`src/rtl/raycast_pkg.sv`:
```
// Shared types and constants for the ray column sequencer.
package raycast_pkg;

  localparam int unsigned DefaultScreenWidth = 320;
  localparam int unsigned DefaultPoseW       = 16;
  localparam int unsigned StatCntW           = 16;

  typedef enum logic [1:0] {
    StIdle,
    StIssue,
    StDone
  } seq_state_t;

  typedef struct packed {
    logic [DefaultPoseW-1:0] pos_x;
    logic [DefaultPoseW-1:0] pos_y;
    logic [DefaultPoseW-1:0] dir_x;
    logic [DefaultPoseW-1:0] dir_y;
    logic [DefaultPoseW-1:0] plane_x;
    logic [DefaultPoseW-1:0] plane_y;
  } pose_t;

endpackage

```
`src/rtl/ray_column_sequencer_if.sv`:
```
// Beat bus from the column sequencer to the ray-calculation stage.
interface ray_column_sequencer_if #(
  parameter int unsigned LANES  = 1,
  parameter int unsigned HW     = 9,
  parameter int unsigned POSE_W = 16
);
  logic                  valid_out;
  logic                  ready_in;
  logic [LANES*HW-1:0]   hcount_out;
  logic [LANES-1:0]      lane_en_out;
  logic                  last_out;
  logic [POSE_W-1:0]     posX_out;
  logic [POSE_W-1:0]     posY_out;
  logic [POSE_W-1:0]     dirX_out;
  logic [POSE_W-1:0]     dirY_out;
  logic [POSE_W-1:0]     planeX_out;
  logic [POSE_W-1:0]     planeY_out;

  modport master (
    output valid_out, hcount_out, lane_en_out, last_out,
    output posX_out, posY_out, dirX_out, dirY_out, planeX_out, planeY_out,
    input  ready_in
  );

  modport slave (
    input  valid_out, hcount_out, lane_en_out, last_out,
    input  posX_out, posY_out, dirX_out, dirY_out, planeX_out, planeY_out,
    output ready_in
  );
endinterface

```
`src/rtl/ray_seq_stats.sv`:
```
// Per-frame stall counter (saturating, cleared at frame start) and wrapping frame counter.
module ray_seq_stats
  import raycast_pkg::*;
(
  input  logic                clk_i,
  input  logic                rst_i,
  input  logic                issue_start_i,
  input  logic                stall_i,
  input  logic                frame_done_i,
  output logic [StatCntW-1:0] stall_cnt_o,
  output logic [StatCntW-1:0] frame_cnt_o
);

  logic [StatCntW-1:0] stall_cnt_q, stall_cnt_d;
  logic [StatCntW-1:0] frame_cnt_q, frame_cnt_d;

  always_comb begin
    stall_cnt_d = stall_cnt_q;
    frame_cnt_d = frame_cnt_q;
    if (issue_start_i) begin
      stall_cnt_d = '0;
    end else if (stall_i && (stall_cnt_q != '1)) begin
      stall_cnt_d = stall_cnt_q + 1'b1;
    end
    if (frame_done_i) begin
      frame_cnt_d = frame_cnt_q + 1'b1;
    end
  end

  always_ff @(posedge clk_i or posedge rst_i) begin
    if (rst_i) begin
      stall_cnt_q <= '0;
      frame_cnt_q <= '0;
    end else begin
      stall_cnt_q <= stall_cnt_d;
      frame_cnt_q <= frame_cnt_d;
    end
  end

  assign stall_cnt_o = stall_cnt_q;
  assign frame_cnt_o = frame_cnt_q;

endmodule

```
`src/rtl/ray_column_sequencer.sv`:
```
// Issues screen columns per frame to the ray stage with a frozen pose snapshot.
// Optional statistics counters are enabled with RAY_SEQ_STATS_EN.
module ray_column_sequencer
  import raycast_pkg::*;
#(
  parameter int unsigned SCREEN_WIDTH = DefaultScreenWidth,
  parameter int unsigned LANES        = 1,
  parameter int unsigned POSE_W       = DefaultPoseW,
  localparam int unsigned HW          = $clog2(SCREEN_WIDTH)
) (
  input  logic                   pixel_clk_in,
  input  logic                   rst_in,
  input  logic                   new_frame_in,
  input  logic [POSE_W-1:0]      posX_in,
  input  logic [POSE_W-1:0]      posY_in,
  input  logic [POSE_W-1:0]      dirX_in,
  input  logic [POSE_W-1:0]      dirY_in,
  input  logic [POSE_W-1:0]      planeX_in,
  input  logic [POSE_W-1:0]      planeY_in,
  ray_column_sequencer_if.master beat_if,
  output logic                   busy_out,
  output logic                   frame_done_out,
`ifdef RAY_SEQ_STATS_EN
  output logic [StatCntW-1:0]    stall_cnt_out,
  output logic [StatCntW-1:0]    frame_cnt_out,
`endif
  output logic                   overrun_out
);

  localparam logic [HW:0] LanesW = (HW+1)'(LANES);

  seq_state_t              state_q, state_d;
  logic [HW:0]             base_q, base_d;
  logic                    pending_q, pending_d;
  logic                    overrun_q, overrun_d;
  logic [5:0][POSE_W-1:0]  pose_q;
  logic [5:0][POSE_W-1:0]  pose_live;
  logic                    start;
  logic                    frame_done;
  logic                    valid;
  logic                    fire;
  logic                    last;
  logic [LANES*HW-1:0]     hcount;
  logic [LANES-1:0]        lane_en;

  assign pose_live = {planeY_in, planeX_in, dirY_in, dirX_in, posY_in, posX_in};

  assign valid = (state_q == StIssue);
  assign fire  = valid && beat_if.ready_in;
  // Computed in 32 bits so LANES > SCREEN_WIDTH cannot wrap the base.
  assign last  = valid && ((32'(base_q) + LANES) >= SCREEN_WIDTH);

  always_comb begin
    state_d    = state_q;
    base_d     = base_q;
    pending_d  = pending_q;
    overrun_d  = overrun_q;
    start      = 1'b0;
    frame_done = 1'b0;
    unique case (state_q)
      StIdle: begin
        if (new_frame_in) start = 1'b1;
      end
      StIssue: begin
        if (new_frame_in) begin
          if (pending_q) overrun_d = 1'b1;
          else           pending_d = 1'b1;
        end
        if (fire) begin
          base_d = base_q + LanesW;
          if (last) state_d = StDone;
        end
      end
      StDone: begin
        frame_done = 1'b1;
        // A fresh request in DONE starts the next frame directly; a second one is dropped.
        if (new_frame_in && pending_q) overrun_d = 1'b1;
        if (pending_q || new_frame_in) start = 1'b1;
        else                           state_d = StIdle;
      end
      default: state_d = StIdle;
    endcase
    if (start) begin
      state_d   = StIssue;
      base_d    = '0;
      pending_d = 1'b0;
    end
  end

  always_ff @(posedge pixel_clk_in or posedge rst_in) begin
    if (rst_in) begin
      state_q   <= StIdle;
      base_q    <= '0;
      pending_q <= 1'b0;
      overrun_q <= 1'b0;
      pose_q    <= '0;
    end else begin
      state_q   <= state_d;
      base_q    <= base_d;
      pending_q <= pending_d;
      overrun_q <= overrun_d;
      if (start) pose_q <= pose_live;
    end
  end

  always_comb begin
    hcount  = '0;
    lane_en = '0;
    if (valid) begin
      for (int i = 0; i < int'(LANES); i++) begin
        hcount[i*HW +: HW] = HW'(32'(base_q) + unsigned'(i));
        lane_en[i]         = (32'(base_q) + unsigned'(i)) < SCREEN_WIDTH;
      end
    end
  end

  assign beat_if.valid_out   = valid;
  assign beat_if.hcount_out  = hcount;
  assign beat_if.lane_en_out = lane_en;
  assign beat_if.last_out    = last;
  assign beat_if.posX_out    = pose_q[0];
  assign beat_if.posY_out    = pose_q[1];
  assign beat_if.dirX_out    = pose_q[2];
  assign beat_if.dirY_out    = pose_q[3];
  assign beat_if.planeX_out  = pose_q[4];
  assign beat_if.planeY_out  = pose_q[5];

  assign busy_out       = (state_q != StIdle);
  assign frame_done_out = frame_done;
  assign overrun_out    = overrun_q;

`ifdef RAY_SEQ_STATS_EN
  logic stall;
  assign stall = valid && !beat_if.ready_in;

  ray_seq_stats u_stats (
    .clk_i         (pixel_clk_in),
    .rst_i         (rst_in),
    .issue_start_i (start),
    .stall_i       (stall),
    .frame_done_i  (frame_done),
    .stall_cnt_o   (stall_cnt_out),
    .frame_cnt_o   (frame_cnt_out)
  );
`endif

endmodule

```
`src/flat_wrapper.sv`:
```
// flat-port wrapper written by rule: the top's interface ports become plain ports
module ray_column_sequencer_flat import raycast_pkg::*;
#(
  parameter int unsigned SCREEN_WIDTH = DefaultScreenWidth,
  parameter int unsigned LANES        = 1,
  parameter int unsigned POSE_W       = DefaultPoseW,
  localparam int unsigned HW          = $clog2(SCREEN_WIDTH)
)
  (pixel_clk_in, rst_in, new_frame_in, posX_in, posY_in, dirX_in, dirY_in, planeX_in, planeY_in, busy_out, frame_done_out, overrun_out, beat_if_valid_out, beat_if_hcount_out, beat_if_lane_en_out, beat_if_last_out, beat_if_posX_out, beat_if_posY_out, beat_if_dirX_out, beat_if_dirY_out, beat_if_planeX_out, beat_if_planeY_out, beat_if_ready_in);
  ray_column_sequencer_if #(.LANES(LANES), .HW(9), .POSE_W(POSE_W)) beat_if_i ();
  input  logic pixel_clk_in;
  input  logic rst_in;
  input  logic new_frame_in;
  input  logic [POSE_W-1:0] posX_in;
  input  logic [POSE_W-1:0] posY_in;
  input  logic [POSE_W-1:0] dirX_in;
  input  logic [POSE_W-1:0] dirY_in;
  input  logic [POSE_W-1:0] planeX_in;
  input  logic [POSE_W-1:0] planeY_in;
  output logic busy_out;
  output logic frame_done_out;
  output logic overrun_out;
  output wire logic [$bits(beat_if_i.valid_out)-1:0] beat_if_valid_out;
  output wire logic [$bits(beat_if_i.hcount_out)-1:0] beat_if_hcount_out;
  output wire logic [$bits(beat_if_i.lane_en_out)-1:0] beat_if_lane_en_out;
  output wire logic [$bits(beat_if_i.last_out)-1:0] beat_if_last_out;
  output wire logic [$bits(beat_if_i.posX_out)-1:0] beat_if_posX_out;
  output wire logic [$bits(beat_if_i.posY_out)-1:0] beat_if_posY_out;
  output wire logic [$bits(beat_if_i.dirX_out)-1:0] beat_if_dirX_out;
  output wire logic [$bits(beat_if_i.dirY_out)-1:0] beat_if_dirY_out;
  output wire logic [$bits(beat_if_i.planeX_out)-1:0] beat_if_planeX_out;
  output wire logic [$bits(beat_if_i.planeY_out)-1:0] beat_if_planeY_out;
  input wire logic [$bits(beat_if_i.ready_in)-1:0] beat_if_ready_in;
  assign beat_if_valid_out = beat_if_i.valid_out;
  assign beat_if_hcount_out = beat_if_i.hcount_out;
  assign beat_if_lane_en_out = beat_if_i.lane_en_out;
  assign beat_if_last_out = beat_if_i.last_out;
  assign beat_if_posX_out = beat_if_i.posX_out;
  assign beat_if_posY_out = beat_if_i.posY_out;
  assign beat_if_dirX_out = beat_if_i.dirX_out;
  assign beat_if_dirY_out = beat_if_i.dirY_out;
  assign beat_if_planeX_out = beat_if_i.planeX_out;
  assign beat_if_planeY_out = beat_if_i.planeY_out;
  assign beat_if_i.ready_in = beat_if_ready_in;
  ray_column_sequencer #(.SCREEN_WIDTH(SCREEN_WIDTH), .LANES(LANES), .POSE_W(POSE_W)) u_core (.pixel_clk_in(pixel_clk_in), .rst_in(rst_in), .new_frame_in(new_frame_in), .posX_in(posX_in), .posY_in(posY_in), .dirX_in(dirX_in), .dirY_in(dirY_in), .planeX_in(planeX_in), .planeY_in(planeY_in), .beat_if(beat_if_i), .busy_out(busy_out), .frame_done_out(frame_done_out), .overrun_out(overrun_out));
endmodule
```
`config.mk`:
```
export PLATFORM = sky130hd
export DESIGN_NAME = ray_column_sequencer_flat
export DESIGN_NICKNAME = d
export VERILOG_FILES = /design/src/rtl/raycast_pkg.sv /design/src/rtl/ray_column_sequencer_if.sv /design/src/rtl/ray_seq_stats.sv /design/src/rtl/ray_column_sequencer.sv /design/src/flat_wrapper.sv
export SDC_FILE = /design/constraint.sdc
export NUM_CORES = 1
export LEC_CHECK = 0
export CAP_MARGIN = 20
export CORE_UTILIZATION = 39
export CTS_CLUSTER_DIAMETER = 50
export CTS_CLUSTER_SIZE = 20
export DETAILED_ROUTE_END_ITERATION = 16
export HOLD_SLACK_MARGIN = 0.1
export PLACE_DENSITY_LB_ADDON = 0.1
export SETUP_SLACK_MARGIN = 0.3
export SLEW_MARGIN = 10
export SYNTH_ARGS = -nofsm -noshare
export SYNTH_HDL_FRONTEND = slang
export SYNTH_SLANG_ARGS = --single-unit
```
`constraint.sdc`:
```
create_clock -name pixel_clk_in -period 4.2 [get_ports pixel_clk_in]
set_input_delay 0.84 -clock pixel_clk_in [delete_from_list [all_inputs] [get_ports pixel_clk_in]]
set_output_delay 0.84 -clock pixel_clk_in [all_outputs]
set_load 0.05 [all_outputs]
```
**After elaboration in Yosys (flattened, before gate mapping)**

Cells that the tools add are included.

- Output and inout bits: 111
- Bits of input ports: 100
- Register bits after elaboration: 110
- Logic and storage cells: 58

- Magnitude comparators: 2
- Reduce and logical (&&, ||, !) cells: 14
- Mux-type cells: 21
- $add $sub $neg: 2
- Equal/unequal tests: 9

Operator list:

| kind | number |
|---|---|
| $ge A32 B9 Y1 const B | 1 |
| $mux W10 | 3 |
| $add A10 B1 Y11 const B | 1 |
| $add A10 B1 Y10 const B | 1 |
| $lt A10 B9 Y1 const B | 1 |
| $mux W1 | 10 |
| $reduce_bool A2 Y1 | 5 |
| $mux W9 | 1 |
| $ne A3 B2 Y1 const B | 3 |
| $mux W2 | 4 |
| $reduce_and A4 Y1 | 2 |
| $ne A2 B1 Y1 const B | 3 |
| $pmux W2 S3 | 1 |
| $pmux W1 S2 | 2 |
| $reduce_and A2 Y1 | 2 |
| $logic_and A1 B1 Y1 | 3 |
| $eq A2 B1 Y1 const B | 1 |
| $eq A2 B2 Y1 const B | 1 |
| $logic_not A2 Y1 | 1 |
| $ne A2 B2 Y1 const B | 1 |
| $logic_or A1 B1 Y1 | 1 |

**Logic depth before layout (Yosys ltp)**

Gate-level depths: netlist of run 1.

- Depth after elaboration: 7
- Mapped depth: 6
- Depth with buffers taken out: 6

**Worst setup path before layout of run 1**

No wires, ideal clock.

- Path kind: register to output
- Start point: reg u_core.base_q[0]
- End point: out beat_if_last_out
- Required time: 3.360 ns
- Slack: 1.577 ns
- Buffers on the path: 0
- Stages on the path, launching flop included: 7
- Data arrival time: 1.783 ns
- Cell sequence: dfrtp_1 -> ha_1 -> and4_2 -> and2_2 -> o311ai_2 -> o21ai_1 -> and2_1

- Word-level cells in the longest chain between the ends: 3

Ends and longest elaborated chain:

| element | line | text |
|---|---|---|
| start: declaration | ray_column_sequencer.sv:33 | `logic [HW:0] base_q, base_d;` |
| start signal: assignment | ray_column_sequencer.sv:99 | `base_q <= base_d;` |
| $add A10 B1 Y11 | ray_column_sequencer.sv:51 | `assign last = valid && ((32'(base_q) + LANES) >= SCREEN_WIDTH);` |
| $ge A32 B9 Y1 | ray_column_sequencer.sv:51 |  |
| $logic_and A1 B1 Y1 | ray_column_sequencer.sv:51 |  |
| end: declaration | flat_wrapper.sv:26 | `output wire logic [$bits(beat_if_i.last_out)-1:0] beat_if_last_out;` |

No other way between the ends.

**Worst setup path in the final report of run 1**

Ends and elaborated chain as after synthesis.

==> flow_summary.toml, run 1 <==
[run_status]
outcome = "finished clean"

[routing]
wirelength_mm = 10.7
viasPerCell = 4.90
dr_total_vias = 3226
drtAntennaViolNets = 0
first_iter_violations = 91
avgRoutedWirePerCell_um = 16.2
drtPass1Iterations = 4
drc = 0

[final_layout]
final_cell_mix = "210 x clkdlybuf4s50_1, 110 x dfrtp_1, 90 x mux2_2"
final_cell_area_um2 = 7000
antennaDiodeCount = 0
drive_above_1_share_pct = 23.7
final_nets = 616
area_delta_synth_final_pct = 55.0
post-route-util_pct = 63.2
final_cells = 658
layout_commonest_cell = "clkdlybuf4s50_1"
n_fill_cell = 899

[hold_path]
hold_path.class = "register to register"
hold_start = "u_core.overrun_out"

[setup_path]
worstPathMaxFanout = 7
path_class = "register to primary output"
crit_arrival_ns = 2.78
startpoint_type = "register"
critPathLaunch = "u_core.base_q[0]"
required_ns = 3.36
end_kind = "primary output"
timing.rr.start = "u_core.state_q[0]"

[timing]
relSlewSlack_pct = 58.1
period_share_pct = 86.2
grt_setup_unrepaired = "no"
fmax_mhz = 276
skew_ns = 0.00514
tightest_slew_ns = 0.629
fin_ws_ns = 0.581
finalHoldViolCount = 0
timing.final.max_slew_violations = 0
min_period_ns = 3.62
timing.setup.tns_ns = 0
setup_violations = 0

[synthesis]
synth_top_cell_by_area = "dfrtp_1"
ys_warn_count = 0
ys_seq_area_share_pct = 61.0
synth_xor_area_share_pct = 0.970
synthAdderAreaFrac_pct = 0.554
synth-compound-area-share_pct = 3.02
synthArstFlopShare_pct = 100
ys_ff_latch = 110
synth.top_cells.by_area = "dfrtp_1 61%, mux2_2 22%, and2_1 1.5%"
synthesis.nets = 408
synth_top_area_share_pct = 61.0
synth_mux_area_share_pct = 24.2
syn_inst = 306
synthFlopType = "dfrtp_1"
synth_edf_count = 0
synth.distinct_cells = 41
syn_area_um2 = 4520
syn_area_per_cell_um2 = 14.8
synth_top_family_by_area = "multiplexers"
yosys.area_share.simple_pct = 7.18

[cts]
cts_tree = "yes"
cts_max_path_buffers = 2
cts_resized = 0
ctsRootBufferMaster = "clkbuf_16"
cts_buffers = 9
path_clk_slew_ns = 0.07
clock_sinks = 110
hold_buffers = 0
cts_max_level = 3
clkLatencyLatePin_ns = 0.34
post_cts_buffers = 0

[floorplanning]
core_area_um2 = 11100
dieWidth_um = 110
ioPinCount = 211
dieHeight_um = 110
rows = 38
dieArea_um2 = 12000
start_util_pct = 40.8

[global_routing]
grt_usage_pct = 18.0
grt_pass1_wl_mm = 16.1
grt_overflow = 0
antenna_found_initial = 0
met2_usage_pct = 29.4
grt_pass1_vias = 3211
grt_start_max_net_pins = 70
met3_usage_pct = 6.88
busiest_layer = "met2"
gr-usage-met1_pct = 21.1

[placed_design]
hpwl_mm = 7.78
place_area_um2 = 6710
gp_congestion = 0.815
portBuffers = 210
dp_cells = 643
place_ws_ns = 0.940

[power]
p_leak_uw = 0.00300
p_per_area_nw_per_um2 = 381
vdd_drop_max_uv = 309

[flow_run]
maxCapViolCount = 0
-- worst paths after layout --
| kind | slack, ns | end | cells after the start |
|---|---|---|---|
| hold / removal | 0.48 | u_core.overrun_out | 1 |
| setup reg to reg | 2.35 | u_core.base_q[3] | 4 |
| min in group asynchronous | 0.97 | u_core.beat_if.posX_out[14] | 2 |
| max in group asynchronous | 2.46 | u_core.beat_if.dirY_out[9] | 3 |
| hold reg to reg | 0.48 | u_core.overrun_out | 1 |
| setup / recovery | 0.58 | beat_if_last_out | 7 |
-- layout make-up --
class	instances	area, um^2	area share (%)
multi-input cells	178	1630	23.2
clock inverters	5	58.8	0.840
repair buffers	213	2150	30.7
clock buffers	10	229	3.27
flip-flops and latches	110	2750	39.3
inverters	2	10.0	0.143
well taps	140	175	2.50
-- routing by layer --
metal | part of all wire, % | up-vias | wire (um)
met3 | 10 | 16 | 1090
met2 | 48 | 140 | 5120
met5 | 0 | - | 0
met1 | 40 | 1584 | 4280
met4 | 1.9 | 0 | 201
li1 | - | 1486 | -
-- power breakdown --
group | internal, uW | leakage, uW | switching (uW)
Sequential | 1130 | 0.00141 | 61.1
Combinational | 265 | 0.00146 | 370
Clock | 461 | 0.000135 | 379
-- critical path, cell delays in order, from the launching register on --
cell	delay, ns
dfrtp_1	0.47
ha_1	0.28
and4_2	0.26
and2_2	0.21
o311ai_2	0.24
o21ai_1	0.13
and2_1	0.17
clkdlybuf4s50_1	0.69
-- sequential cells by signal, indices dropped and copies added (netlist names) --
name,cells
u_core.pending_q,1
u_core.beat_if.posX_out,16
u_core.base_q,10
u_core.overrun_out,1
u_core.beat_if.dirX_out,16
u_core.beat_if.planeX_out,16
u_core.beat_if.planeY_out,16
u_core.beat_if.posY_out,16
u_core.beat_if.dirY_out,16
u_core.state_q,2
-- cell usage after synthesis (2+ instances only) --
library cell / n
a21oi_1: 3
and2_1: 11
and2_2: 4
buf_2: 6
buf_4: 2
buf_6: 5
dfrtp_1: 110
ha_1: 2
inv_1: 2
mux2_1: 6
mux2_2: 90
nand2_1: 12
nand3b_1: 2
nand4_1: 3
nor2_1: 6
nor2b_1: 2
o211ai_1: 2
o21ai_0: 11
or2_2: 2
xor2_1: 4
-- logic make-up after synthesis --
| kind of cell | count (synthesis) |
|---|---|
| DFF | 110 |
| AOI/OAI and AO/OA | 22 |
| adders and majority gates | 2 |
| and+or+nand+nor | 52 |
| xor gates and xnor gates | 5 |
| buffers and inverters | 18 |
| muxes | 97 |
-- per-stage QoR --
stage / total power, uW / hold slack [ns]
after floorplan: 1570 / 0.512
after global placement: 1840 / 0.452
after detailed placement: 1850 / 0.464
after CTS: 2700 / 0.489
after global routing: 2780 / 0.504
final: 2670 / 0.481
Note: power is estimated with default switching activity, not from simulation.
==> inputs of run 2 (changes only) <==
Settings changed: CTS_CLUSTER_SIZE 20 to default.
==> results of run 2 <==
Same layout as run 1: the final DEF is identical, and so are final timing and power.
